### src/rtl/br_fifo_shared_pstatic_pkg.sv
// Shared definitions for the pseudo-static shared multi-FIFO.
// Holds the pointer-manager FSM state encoding and a width helper.
package br_fifo_shared_pstatic_pkg;

    typedef enum logic [1:0] {
        INIT,
        ACTIVE,
        ERROR
    } state_e;

    // $clog2 with a floor of 1 so that single-entry dimensions still get a bit.
    function automatic int clamped_clog2(input int value);
        return (value <= 1) ? 1 : $clog2(value);
    endfunction

endpackage

### src/rtl/br_fifo_shared_pstatic_ptr_slice.sv
// Pointer and occupancy state for one logical FIFO inside the shared RAM.
// Ports:
//   clk, rst_n        clock, async active-low reset
//   init              load pointers from base and clear occupancy
//   push_hit/pop_hit  accepted push/pop addressed to this FIFO
//   base/bound        first/last (inclusive) RAM entry of this FIFO
//   size              capacity of this FIFO
//   wr_ptr/rd_ptr     current write/read RAM addresses
//   items             current occupancy
//   full/empty        occupancy status
module br_fifo_shared_pstatic_ptr_slice #(
    parameter int AddrWidth  = 3,
    parameter int CountWidth = 4
) (
    input  logic                  clk,
    input  logic                  rst_n,
    input  logic                  init,
    input  logic                  push_hit,
    input  logic                  pop_hit,
    input  logic [AddrWidth-1:0]  base,
    input  logic [AddrWidth-1:0]  bound,
    input  logic [CountWidth-1:0] size,
    output logic [AddrWidth-1:0]  wr_ptr,
    output logic [AddrWidth-1:0]  rd_ptr,
    output logic [CountWidth-1:0] items,
    output logic                  full,
    output logic                  empty
);

    always_ff @(posedge clk or negedge rst_n) begin
        if (!rst_n) begin
            wr_ptr <= '0;
            rd_ptr <= '0;
            items  <= '0;
        end else if (init) begin
            wr_ptr <= base;
            rd_ptr <= base;
            items  <= '0;
        end else begin
            if (push_hit) begin
                wr_ptr <= (wr_ptr == bound) ? base : wr_ptr + AddrWidth'(1);
            end
            if (pop_hit) begin
                rd_ptr <= (rd_ptr == bound) ? base : rd_ptr + AddrWidth'(1);
            end
            // Simultaneous push and pop on this FIFO leaves occupancy unchanged.
            unique case ({push_hit, pop_hit})
                2'b10:   items <= items + CountWidth'(1);
                2'b01:   items <= items - CountWidth'(1);
                default: items <= items;
            endcase
        end
    end

    assign full  = (items == size);
    assign empty = (items == '0);

endmodule

### src/rtl/br_fifo_shared_pstatic_ptr_mgr.sv
// Per-logical-FIFO pointer and occupancy manager for the shared pseudo-static
// multi-FIFO. Accepts at most one push and one pop per cycle, each targeting a
// logical FIFO, and produces shared-RAM addresses plus per-FIFO status.
// Ports:
//   clk, rst_n                         clock, async active-low reset
//   config_base/bound/size/error       per-FIFO region config and error flag
//   push_valid/ready, push_fifo_id     push handshake and target FIFO
//   pop_valid/ready, pop_fifo_id       pop handshake and target FIFO
//   ram_wr_valid/addr, ram_rd_valid/addr  shared RAM access (same cycle)
//   full, empty, items                 per-FIFO status
//   error                              sticky error indication
module br_fifo_shared_pstatic_ptr_mgr
    import br_fifo_shared_pstatic_pkg::*;
#(
    parameter  int NumFifos   = 2,
    parameter  int Depth      = 8,
    localparam int AddrWidth  = clamped_clog2(Depth),
    localparam int CountWidth = $clog2(Depth + 1),
    localparam int IdWidth    = clamped_clog2(NumFifos)
) (
    input  logic                                 clk,
    input  logic                                 rst_n,
    input  logic [NumFifos-1:0][AddrWidth-1:0]   config_base,
    input  logic [NumFifos-1:0][AddrWidth-1:0]   config_bound,
    input  logic [NumFifos-1:0][CountWidth-1:0]  config_size,
    input  logic                                 config_error,
    input  logic                                 push_valid,
    output logic                                 push_ready,
    input  logic [IdWidth-1:0]                   push_fifo_id,
    input  logic                                 pop_valid,
    output logic                                 pop_ready,
    input  logic [IdWidth-1:0]                   pop_fifo_id,
    output logic                                 ram_wr_valid,
    output logic [AddrWidth-1:0]                 ram_wr_addr,
    output logic                                 ram_rd_valid,
    output logic [AddrWidth-1:0]                 ram_rd_addr,
    output logic [NumFifos-1:0]                  full,
    output logic [NumFifos-1:0]                  empty,
    output logic [NumFifos-1:0][CountWidth-1:0]  items,
    output logic                                 error
);

    state_e state;

    logic [NumFifos-1:0][AddrWidth-1:0] wr_ptr;
    logic [NumFifos-1:0][AddrWidth-1:0] rd_ptr;
    logic [NumFifos-1:0]                full_int;
    logic [NumFifos-1:0]                push_hit;
    logic [NumFifos-1:0]                pop_hit;
    logic                               init;
    logic                               accepting;
    logic                               sel_full;
    logic                               sel_empty;

    always_ff @(posedge clk or negedge rst_n) begin
        if (!rst_n) begin
            state <= INIT;
            error <= 1'b0;
        end else begin
            unique case (state)
                INIT: begin
                    state <= config_error ? ERROR : ACTIVE;
                    error <= config_error;
                end
                ACTIVE: begin
                    if (config_error) begin
                        state <= ERROR;
                        error <= 1'b1;
                    end
                end
                ERROR: begin
                    state <= ERROR;
                    error <= 1'b1;
                end
                default: begin
                    state <= INIT;
                    error <= 1'b0;
                end
            endcase
        end
    end

    assign init      = (state == INIT);
    assign accepting = (state == ACTIVE) && !config_error;

    // Ids that match no FIFO leave the selected status at its refusing default,
    // which is how out-of-range ids get their ready forced low.
    always_comb begin
        sel_full    = 1'b1;
        sel_empty   = 1'b1;
        ram_wr_addr = '0;
        ram_rd_addr = '0;
        for (int unsigned i = 0; i < NumFifos; i++) begin
            if (push_fifo_id == IdWidth'(i)) begin
                sel_full    = full_int[i];
                ram_wr_addr = wr_ptr[i];
            end
            if (pop_fifo_id == IdWidth'(i)) begin
                sel_empty   = empty[i];
                ram_rd_addr = rd_ptr[i];
            end
        end
    end

    assign push_ready   = accepting && !sel_full;
    assign pop_ready    = accepting && !sel_empty;
    assign ram_wr_valid = push_valid && push_ready;
    assign ram_rd_valid = pop_valid && pop_ready;

    // Occupancy is meaningless before the INIT load, so full is held low there.
    assign full = init ? '0 : full_int;

    for (genvar g = 0; g < NumFifos; g++) begin : g_slice
        assign push_hit[g] = ram_wr_valid && (push_fifo_id == IdWidth'(g));
        assign pop_hit[g]  = ram_rd_valid && (pop_fifo_id == IdWidth'(g));

        br_fifo_shared_pstatic_ptr_slice #(
            .AddrWidth  (AddrWidth),
            .CountWidth (CountWidth)
        ) u_slice (
            .clk      (clk),
            .rst_n    (rst_n),
            .init     (init),
            .push_hit (push_hit[g]),
            .pop_hit  (pop_hit[g]),
            .base     (config_base[g]),
            .bound    (config_bound[g]),
            .size     (config_size[g]),
            .wr_ptr   (wr_ptr[g]),
            .rd_ptr   (rd_ptr[g]),
            .items    (items[g]),
            .full     (full_int[g]),
            .empty    (empty[g])
        );
    end

endmodule

### config.mk
export PLATFORM = sky130hd
export DESIGN_NAME = br_fifo_shared_pstatic_ptr_mgr
export DESIGN_NICKNAME = d
export VERILOG_FILES = /design/src/rtl/br_fifo_shared_pstatic_pkg.sv /design/src/rtl/br_fifo_shared_pstatic_ptr_slice.sv /design/src/rtl/br_fifo_shared_pstatic_ptr_mgr.sv
export SDC_FILE = /design/constraint.sdc
export NUM_CORES = 1
export LEC_CHECK = 0
export CORE_ASPECT_RATIO = 2
export CORE_MARGIN = 5
export CORE_UTILIZATION = 50
export CTS_CLUSTER_DIAMETER = 40
export CTS_CLUSTER_SIZE = 10
export DETAILED_ROUTE_END_ITERATION = 8
export PLACE_DENSITY = 0.79
export SLEW_MARGIN = 10
export SYNTH_ARGS = -nofsm -noshare
export SYNTH_HDL_FRONTEND = slang
export SYNTH_HIERARCHICAL = 1
export SYNTH_SLANG_ARGS = --single-unit
export TNS_END_PERCENT = 5
### constraint.sdc
create_clock -name clk -period 4.5 [get_ports clk]
set_clock_uncertainty 0.1 [all_clocks]
set_input_delay 1.125 -clock clk [delete_from_list [all_inputs] [get_ports clk]]
set_output_delay 1.125 -clock clk [all_outputs]
set_load 0.05 [all_outputs]
==> impl_metrics.yaml, run 1 <==
worst_hold_path:
  worstHoldEndpoint: "state[0]$_DFFE_PN0P_"
  min_path_type: "register to register"
  holdPathStages: 2
  min_from: "state[0]$_DFFE_PN0P_"
route:
  drt_wl_total_um: 4780
  drtIter0Drc: 12
  drcViolationCount: 0
  vias_per_cell: 5.56
  ant_nets: 0
  num_vias: 1741
  dr.pass1.iters: 4
  wl_per_cell_um: 15.3
yosys:
  synth_top_area_frac: 0.287
  ys_seq_area_frac: 0.287
  synth_async_sr_flop_share: 1.00
  synthesis.nets: 249
  synthTopCellsByCount: "dfrtp_1 (22), nor2_1 (20), xnor2_1 (16)"
  ys_types: 39
  yosysWarnings: 6
  synth-edff-count: 0
  ys_seq_elements: 22
  syn_avg_cell_area_um2: 9.10
  synthFlopType: "dfrtp_1"
  synth.area.top_cells: "dfrtp_1 (29%), xnor2_1 (7.3%), ha_1 (7.2%)"
  post-synth-top-area-cell: "dfrtp_1"
  netlist_instances: 211
  yosysMostFrequentCell: "dfrtp_1"
  netlist_area_um2: 1920
setup_path:
  cp_common_cell: "clkdlybuf4s50_1"
  critPathTopFamily: "buffers and inverters"
  start_kind: "input port"
  reg2reg_depth: 9
  r2r-end: "g_slice[0].u_slice/items[3]$_DFFE_PN0P_"
  end_kind: "primary output"
  cp_num_buf_inv: 2
  crit_path_top_delay_cell: "clkdlybuf4s50_1"
  r2r_setup_slack_ns: 1.74
  cp_max_fo: 6
  required_ns: 3.27
  crit_chain: "clkdlybuf4s50_1 -> mux2_2 -> clkdlybuf4s50_1"
  r2r_start: "g_slice[0].u_slice/items[1]$_DFFE_PN0P_"
  cp_slowest_stage_delay_ns: 0.71
  critical_path_arrival_ns: 2.85
  critPathKind: "input port to primary output"
cts:
  cts_sinks: 22
  clk_path_buf_depth: 2
  cts_made_buffers: 3
  ctsHoldBuffers: 0
  cts-htree-levels: 1
  clk_pin_slew_ns: 0.08
  post_cts_buffers: 0
  cts_tree: "built"
  cts_root_buffer: "clkbuf_8"
  clk_latency_ns: 0.26
  cts_resized: 0
timing:
  period_share: 0.905
  rsz0062_at_grt: "false"
  worst_slew_pin_slew_ns: 1.06
  period_needed_ns: 4.07
  slew_violations: 0
  max_slew_margin: 0.293
  timing_hold_violations_final: 0
  setup_viol: 0
  finalSetupTns_ns: 0
  fmax_ghz: 0.245
grt:
  grt_pass1_wl_um: 8140
  grt_pass1_vias: 1809
  antenna_found_initial: 0
  overflow: 0
  track_usage: 0.200
  grt_max_degree: 37
run:
  maxCapViolCount: 0
layout:
  drive_gt1_frac: 0.145
  synthToLayoutAreaGrowth_pct: 31.7
  fin_nets: 302
  diodes: 0
floorplan:
  die_x_um: 53.8
  rows: 32
  fp.coreArea_um2: 3800
  die_area_um2: 5260
  start_util: 0.505
  num_io_pins: 50
  fp.dieH_um: 97.7
power_and_ir_drop:
  leakagePower_nw: 1.06
  peakVddDrop_uv: 290
  power_w: 0.00111
  power_density_nw_per_um2: 440
placed_design:
  numPortBuffers: 49
  gp_congestion: 0.794
  place_hpwl_um: 3790
status:
  status: "completed"
-- stage by stage --
step / area, um^2 / setup slack [ns] / hold slack (ns) / std cells / utilization
after floorplan: 1920 / 0.182 / 0.432 / 211 / -
after global placement: 2490 / 0.443 / 0.464 / 310 / 0.654
after detailed placement: 2490 / 0.418 / 0.473 / 310 / 0.654
after CTS: 2530 / 0.417 / 0.484 / 313 / 0.665
after global routing: 2530 / 0.384 / 0.527 / 313 / 0.665
final: 2530 / 0.425 / 0.480 / 313 / 0.665
-- cell families (layout without fill, tap and decap cells) --
family,Yosys count,after routing,synth area share
compound gates,41,41,0.145
mux,20,20,0.112
flops,22,22,0.287
simple gates,75,75,0.220
fa+ha+maj,11,11,0.0717
buf+inv,14,65,0.0378
xor+xnor,28,28,0.128
-- layer usage --
layer  vias to the layer above  share of wire  track usage
met3                        12          0.026       0.0154
met1                       837           0.36        0.215
met5                         -              0            0
met2                        32           0.58        0.366
met4                         0          0.035       0.0886
li1                        860              -            -
-- cells in the final DEF, fill, tap and decap left out, drive strengths merged, types with 3 or more instances in the layout --
cell	synthesis	routed
or2	4	4
a211oi	4	4
nand2	7	7
o31ai	4	4
mux2i	8	8
nand3	8	8
xor2	12	12
dfrtp	22	22
ha	11	11
and2	4	4
o21ai	3	3
inv	6	6
nand3b	5	5
buf	8	13
mux2	12	12
xnor2	16	16
clkdlybuf4s50	0	43
nor2	20	20
clkbuf	0	3
nor4	6	6
a31oi	4	4
nor3	6	6
a21oi	15	15
-- layout make-up --
class	instances	area [um^2]
Inverter	6	22.5
Clock buffer	3	41.3
Timing Repair Buffer	56	553
Tap cell	51	63.8
Fill cell	334	1270
Multi-Input combinational cell	175	1300
Sequential cell	22	551
-- tightest hold or removal path, cell delays in order (launching register included) --
cell and delay, ns:
dfrtp_1 0.42, nand2_1 0.07, a21oi_1 0.05
-- worst max path at each step --
stage / startpoint / slack (ns) / to / depth (start not counted)
2_1_floorplan: g_slice[0].u_slice/items[1]$_DFFE_PN0P_ / 0.18 / ram_rd_valid / 4
3_3_place_gp: pop_fifo_id / 0.44 / ram_rd_addr[1] / 3
3_5_place_dp: pop_fifo_id / 0.42 / ram_rd_addr[1] / 3
4_1_cts: pop_fifo_id / 0.42 / ram_rd_addr[1] / 3
5_1_grt: pop_fifo_id / 0.38 / ram_rd_addr[1] / 3
6_report: pop_fifo_id / 0.43 / ram_rd_addr[1] / 3
-- flip-flops by register name, indices dropped and copies added (netlist names) --
register,flops
g_slice.u_slice/items,8
g_slice.u_slice/rd_ptr,6
g_slice.u_slice/wr_ptr,6
error,1
state,1
-- power by group --
group          switching (W)  internal, W  leakage [nW]  total [W]
Combinational       0.000340     0.000303         0.761   0.000643
Sequential         0.0000854     0.000259         0.274   0.000345
Clock              0.0000653    0.0000598        0.0216   0.000125
Total               0.000491     0.000622          1.06    0.00111
No activity file was read; power rests on OpenSTA's default activity.
==> inputs of run 2 (changes only) <==
CTS_CLUSTER_SIZE = 8   (was 10)
RECOVER_POWER = 100   (was unset)
==> impl_metrics.yaml, run 2 (synthesis results as in run 1) <==
status:
  status: "completed"
timing:
  max_slew_margin: 0.0278
  setup_viol: 0
  slew_violations: 0
  worst_slew_pin_slew_ns: 1.46
  timing_hold_violations_final: 0
  rsz0062_at_grt: "false"
  fmax_ghz: 0.238
  finalSetupTns_ns: 0
  period_share: 0.934
  period_needed_ns: 4.20
layout:
  design_area_um2: 2460
  final_cell_mix: "dfrtp_1 (22), clkdlybuf4s50_1 (22), dlygate4sd3_1 (21)"
  largest_reg_flops: 8
  n_fill_cell: 349
  reg.largest.list: "g_slice.u_slice/items: 8 flops, g_slice.u_slice/rd_ptr: 6 flops, g_slice.u_slice/wr_ptr: 6 flops"
  fin_nets: 302
  regMostFlops: "g_slice.u_slice/items"
  drive_gt1_frac: 0.103
  diodes: 0
  synthToLayoutAreaGrowth_pct: 27.9
setup_path:
  required_ns: 3.27
  crit_start: "pop_fifo_id"
  critPathKind: "input port to primary output"
  start_kind: "input port"
  end_kind: "primary output"
  cp_slowest_stage_delay_ns: 0.77
  r2r_setup_slack_ns: 1.57
  r2r_start: "error$_DFFE_PN0P_"
  critical_path_arrival_ns: 2.98
  cp_max_fo: 6
  crit_path_top_delay_cell: "dlygate4sd3_1"
  crit_chain: "dlygate4sd3_1 -> mux2_2 -> dlygate4sd3_1"
  cp_common_cell: "dlygate4sd3_1"
  reg2reg_depth: 12
  critPathTopFamily: "buffers and inverters"
  cp_num_buf_inv: 2
  r2r-end: "g_slice[1].u_slice/items[2]$_DFFE_PN0P_"
power_and_ir_drop:
  seqPwrFrac: 0.316
  leakagePower_nw: 1.03
  p_comb_frac: 0.569
  power_switching_w: 0.000489
  peakVddDrop_uv: 288
  p_int_w: 0.000602
  switching_share: 0.448
  clockPowerShare: 0.115
  power_density_nw_per_um2: 444
cts:
  clk_path_buf_depth: 2
  cts_tree: "built"
  cts_made_buffers: 3
  clk_latency_ns: 0.26
  cts_sinks: 22
  clk_pin_slew_ns: 0.08
  cts_resized: 0
  cts_root_buffer: "clkbuf_8"
  ctsHoldBuffers: 0
  post_cts_buffers: 0
  cts-htree-levels: 1
grt:
  grt_pass1_wl_um: 8140
  overflow: 0
  track_usage: 0.200
  grt_max_degree: 37
  grt_pass1_vias: 1809
  antenna_found_initial: 0
floorplan:
  start_util: 0.505
  fp.dieH_um: 97.7
  fp.coreArea_um2: 3800
  die_area_um2: 5260
  num_io_pins: 50
  rows: 32
  die_x_um: 53.8
route:
  drcViolationCount: 0
  vias_per_cell: 5.56
  drtIter0Drc: 31
  drt_wl_total_um: 4770
  ant_nets: 0
  num_vias: 1740
  dr.pass1.iters: 4
  wl_per_cell_um: 15.2
run:
  maxCapViolCount: 0
worst_hold_path:
  min_from: "state[0]$_DFFE_PN0P_"
  holdPathStages: 2
  worstHoldEndpoint: "state[0]$_DFFE_PN0P_"
  min_path_type: "register to register"
placed_design:
  placed_area_um2: 2490
  place_hpwl_um: 3790
  numPortBuffers: 49
  gp_congestion: 0.794
run 2: cell count changes in the layout (fill, tap and decap cells not counted):
| cell | previous run | this run |
|---|---|---|
| clkdlybuf4s50_1 | 43 | 22 |
| dlygate4sd3_1 | 0 | 21 |
| buf_4 | 11 | 1 |
| clkbuf_1 | 0 | 10 |
| and2_0 | 0 | 2 |
| and2_1 | 4 | 2 |
| buf_12 | 2 | 0 |
| clkbuf_2 | 0 | 2 |
| a211oi_1 | 2 | 3 |
| a211oi_2 | 2 | 1 |
run 2: worst register-to-register path, stage by stage (launching register included):
cell	delay, ns
dfrtp_1	0.42
inv_1	0.09
ha_1	0.26
nand3b_1	0.17
nor3b_1	0.20
clkbuf_1	0.38
and2b_4	0.26
xor2_1	0.15
ha_1	0.21
nor2_1	0.06
a211oi_1	0.22
a21oi_1	0.07
a211oi_1	0.24
run 2: cell type report:
| class | instances | area, um^2 | area share |
|---|---|---|---|
| repair buffers | 56 | 485 | 0.198 |
| clock buffers | 3 | 41.3 | 0.0168 |
| multi-input cells | 175 | 1290 | 0.526 |
| well taps | 51 | 63.8 | 0.0260 |
| inverters | 6 | 22.5 | 0.00917 |
| flip-flops and latches | 22 | 551 | 0.224 |
run 2: power by group through the flow:
stage	clock network (W)	registers, W	logic (W)
2_1_floorplan	0	0.000341	0.000469
3_3_place_gp	0	0.000348	0.000631
3_5_place_dp	0	0.000350	0.000646
4_1_cts	0.000127	0.000345	0.000650
5_1_grt	0.000133	0.000357	0.000680
6_report	0.000125	0.000345	0.000620
run 2: how the worst max path moves through the flow:
stage	to	slack, ns	cells past startpoint
floorplan	ram_rd_valid	0.18	4
global placement	ram_rd_addr[1]	0.44	3
finish	ram_rd_addr[1]	0.30	3
CTS	ram_rd_addr[1]	0.42	3
detailed placement	ram_rd_addr[1]	0.42	3
global route	full[0]	0.19	6
run 2: through the flow:
stage	power [W]	worst slack [ns]	hold slack, ns	cells	utilization
floorplan	0.000810	0.182	0.432	211	-
detailed placement	0.000995	0.418	0.473	310	0.654
finish	0.00109	0.297	0.480	313	0.646
CTS	0.00112	0.417	0.484	313	0.665
global route	0.00117	0.193	0.527	313	0.646
global placement	0.000979	0.443	0.464	310	0.654
run 2: per-layer routing:
layer / vias to the layer above / GRT usage / wire (um)
met3: 10 / 0.0154 / 131
met4: 0 / 0.0886 / 157
met1: 832 / 0.215 / 1730
met2: 38 / 0.366 / 2750
met5: - / 0 / 0
li1: 860 / - / -
==> variant: new RTL, settings of run 1 <==
Set the parameter `Depth` to 16 (it was 8).
--- a/src/rtl/br_fifo_shared_pstatic_ptr_mgr.sv
+++ b/src/rtl/br_fifo_shared_pstatic_ptr_mgr.sv
@@ -14,5 +14,5 @@
 #(
     parameter  int NumFifos   = 2,
-    parameter  int Depth      = 8,
+    parameter  int Depth      = 16,
     localparam int AddrWidth  = clamped_clog2(Depth),
     localparam int CountWidth = $clog2(Depth + 1),
Interface: changed (6 resized); port bits go from 50 to 60. No check against the original RTL was run, so the function may have changed too.
==> variant against run 1 <==
Critical path type unchanged; design area is 21% higher; sequential share of layout area up 1.2 points; critical endpoint is now ram_wr_addr[2]; area after synthesis increased by 24%; count of clock-buffer cells in the layout unchanged; global-route usage rose by 0.92 points; utilization fell by 0.79 points; total power up 17%; worst setup slack lost 0.069 ns; sequential cell count increased by 6; routed wire length grew 31%; highest routed layer unchanged; via count increased by 30%.
==> variant: results (changes against run 1) <==
** Synth
- The commonest cells after synthesis are sky130_fd_sc_hd__nand3_1 (30), sky130_fd_sc_hd__dfrtp_1 (28), sky130_fd_sc_hd__nor2_1 (27), sky130_fd_sc_hd__xor2_1 (20), sky130_fd_sc_hd__nand2b_1 (13).
- Post-synthesis sequential area ratio :: 0.293 (+0.00640)
- The count of cell types in the netlist is 36 (-7.7%).
- The mean cell area of the mapped netlist came to 8.66 sq um (-4.8%).
- The synthesized netlist net count was 320 (+29%).
- Cells taking the most area after synthesis :: sky130_fd_sc_hd__dfrtp_1 (29%), sky130_fd_sc_hd__xor2_1 (7.3%), sky130_fd_sc_hd__nand3_1 (6.3%), sky130_fd_sc_hd__ha_1 (5.8%), sky130_fd_sc_hd__mux2i_1 (4.6%)

** Global routing
- Total routing resource utilization after global routing :: 0.209 (+0.00917)
- The wire length of the first global-routing pass came to 10.4 mm (+28%).
- The largest net degree at the start of global routing is 39 (+5.4%).

** Layout
- The area taken by multi-input logic gates is 0.00159 sq mm (+22%).
- The post-layout net count was 371 (+23%).
- The largest registers in the layout are g_slice.u_slice/items x10, g_slice.u_slice/rd_ptr x8, g_slice.u_slice/wr_ptr x8.
- The number of filler instances in the final layout is 413 (+24%).
- The ratio of cells with drive above 1 in the final layout was 0.0800 (-0.0650).

** Setup path
- Worst endpoint data arrival time :: 2.92 ns (+0.07 ns)
- The top fanout value on the critical path is 7 (+1).

** Placement
- The post-placement setup slack is 0.159 ns (-0.260 ns).
- The HPWL after detailed placement came to 4.85 mm (+28%).
- Total cell area at the placement stage :: 0.00301 sq mm (+21%)
- The number of port buffers came to 59 (+20%).
- Placed cell count :: 377 (+22%)

** Status
- The run finished with clean final reports.

** Detailed routing
- Violation count after the first detailed-routing iteration :: 65 (+53)
- Drt total wl :: 6.27 mm (+31%)
- The detailed-route via count was 2,259 (+30%).
- Detail-routed via count per cell :: 5.94 (+6.9%)

** Power
- Part of the total power dissipated in combinational logic :: 0.544 (-0.034)
- The switching portion of total power was 0.474 (+0.0329).
- Lkg Pwr :: 1.28 nW (+21%)
- The largest vdd supply drop is 0.334 mV (+15%).
- The power dissipated in sequential cells was 0.452 mW (+31%).

** Clocking
- Latest clock arrival within the worst-skew pair :: 0.28 ns (+0.02 ns)
- The clock edge transition at the registers on the reported setup and hold paths is 0.10 ns (+0.02 ns).

** Timing
- Slew margin rel. :: 0.316 (+0.0231)
## variant: cell types whose count changed after synthesis, sizes merged, moves of 5 or more
| cell | change |
|---|---|
| a21oi | -11 |
| a22oi | +8 |
| clkbuf | +10 |
| dfrtp | +6 |
| nand2 | -5 |
| nand2b | +11 |
| nand3 | +22 |
| nor2 | +7 |
| nor2b | +8 |
| o21ai | +8 |
| xor2 | +8 |
## variant: cell type report
cell class,instances,area share
clock buffers,3,0.0135
flip-flops and latches,28,0.230
repair buffers,64,0.209
well taps,55,0.0226
inverters,4,0.00492
multi-input cells,226,0.520
## variant: cells by family after synthesis
kind of cell / share of synthesized area
AO/OA/AOI/OAI: 0.118
XOR/XNOR: 0.117
adder cells (fa/ha/maj): 0.0576
buffers and inverters: 0.0440
flip-flops: 0.293
multiplexers: 0.0963
AND/OR/NAND/NOR: 0.274
## variant: routing by layer
metal  global-route usage  part of all wire  vias to the layer above
met2                0.386              0.54                       73
met3               0.0216             0.047                       19
met4                0.107             0.034                        0
li1                     -                 -                     1093
met5                    0                 0                        -
met1                0.222              0.37                     1074
## variant: worst paths after layout
path | startpoint | to | slack [ns] | cells after the start
max reg2reg | error$_DFFE_PN0P_ | g_slice[1].u_slice/items[4]$_DFFE_PN0P_ | 1.12 | 11
max in group asynchronous | rst_n | g_slice[1].u_slice/items[3]$_DFFE_PN0P_ | 2.88 | 2
min reg2reg | state[0]$_DFFE_PN0P_ | state[0]$_DFFE_PN0P_ | 0.52 | 2
min | state[0]$_DFFE_PN0P_ | state[0]$_DFFE_PN0P_ | 0.52 | 2
max | push_fifo_id | ram_wr_addr[2] | 0.36 | 3
min in group asynchronous | rst_n | g_slice[0].u_slice/rd_ptr[1]$_DFFE_PN0P_ | 1.12 | 2
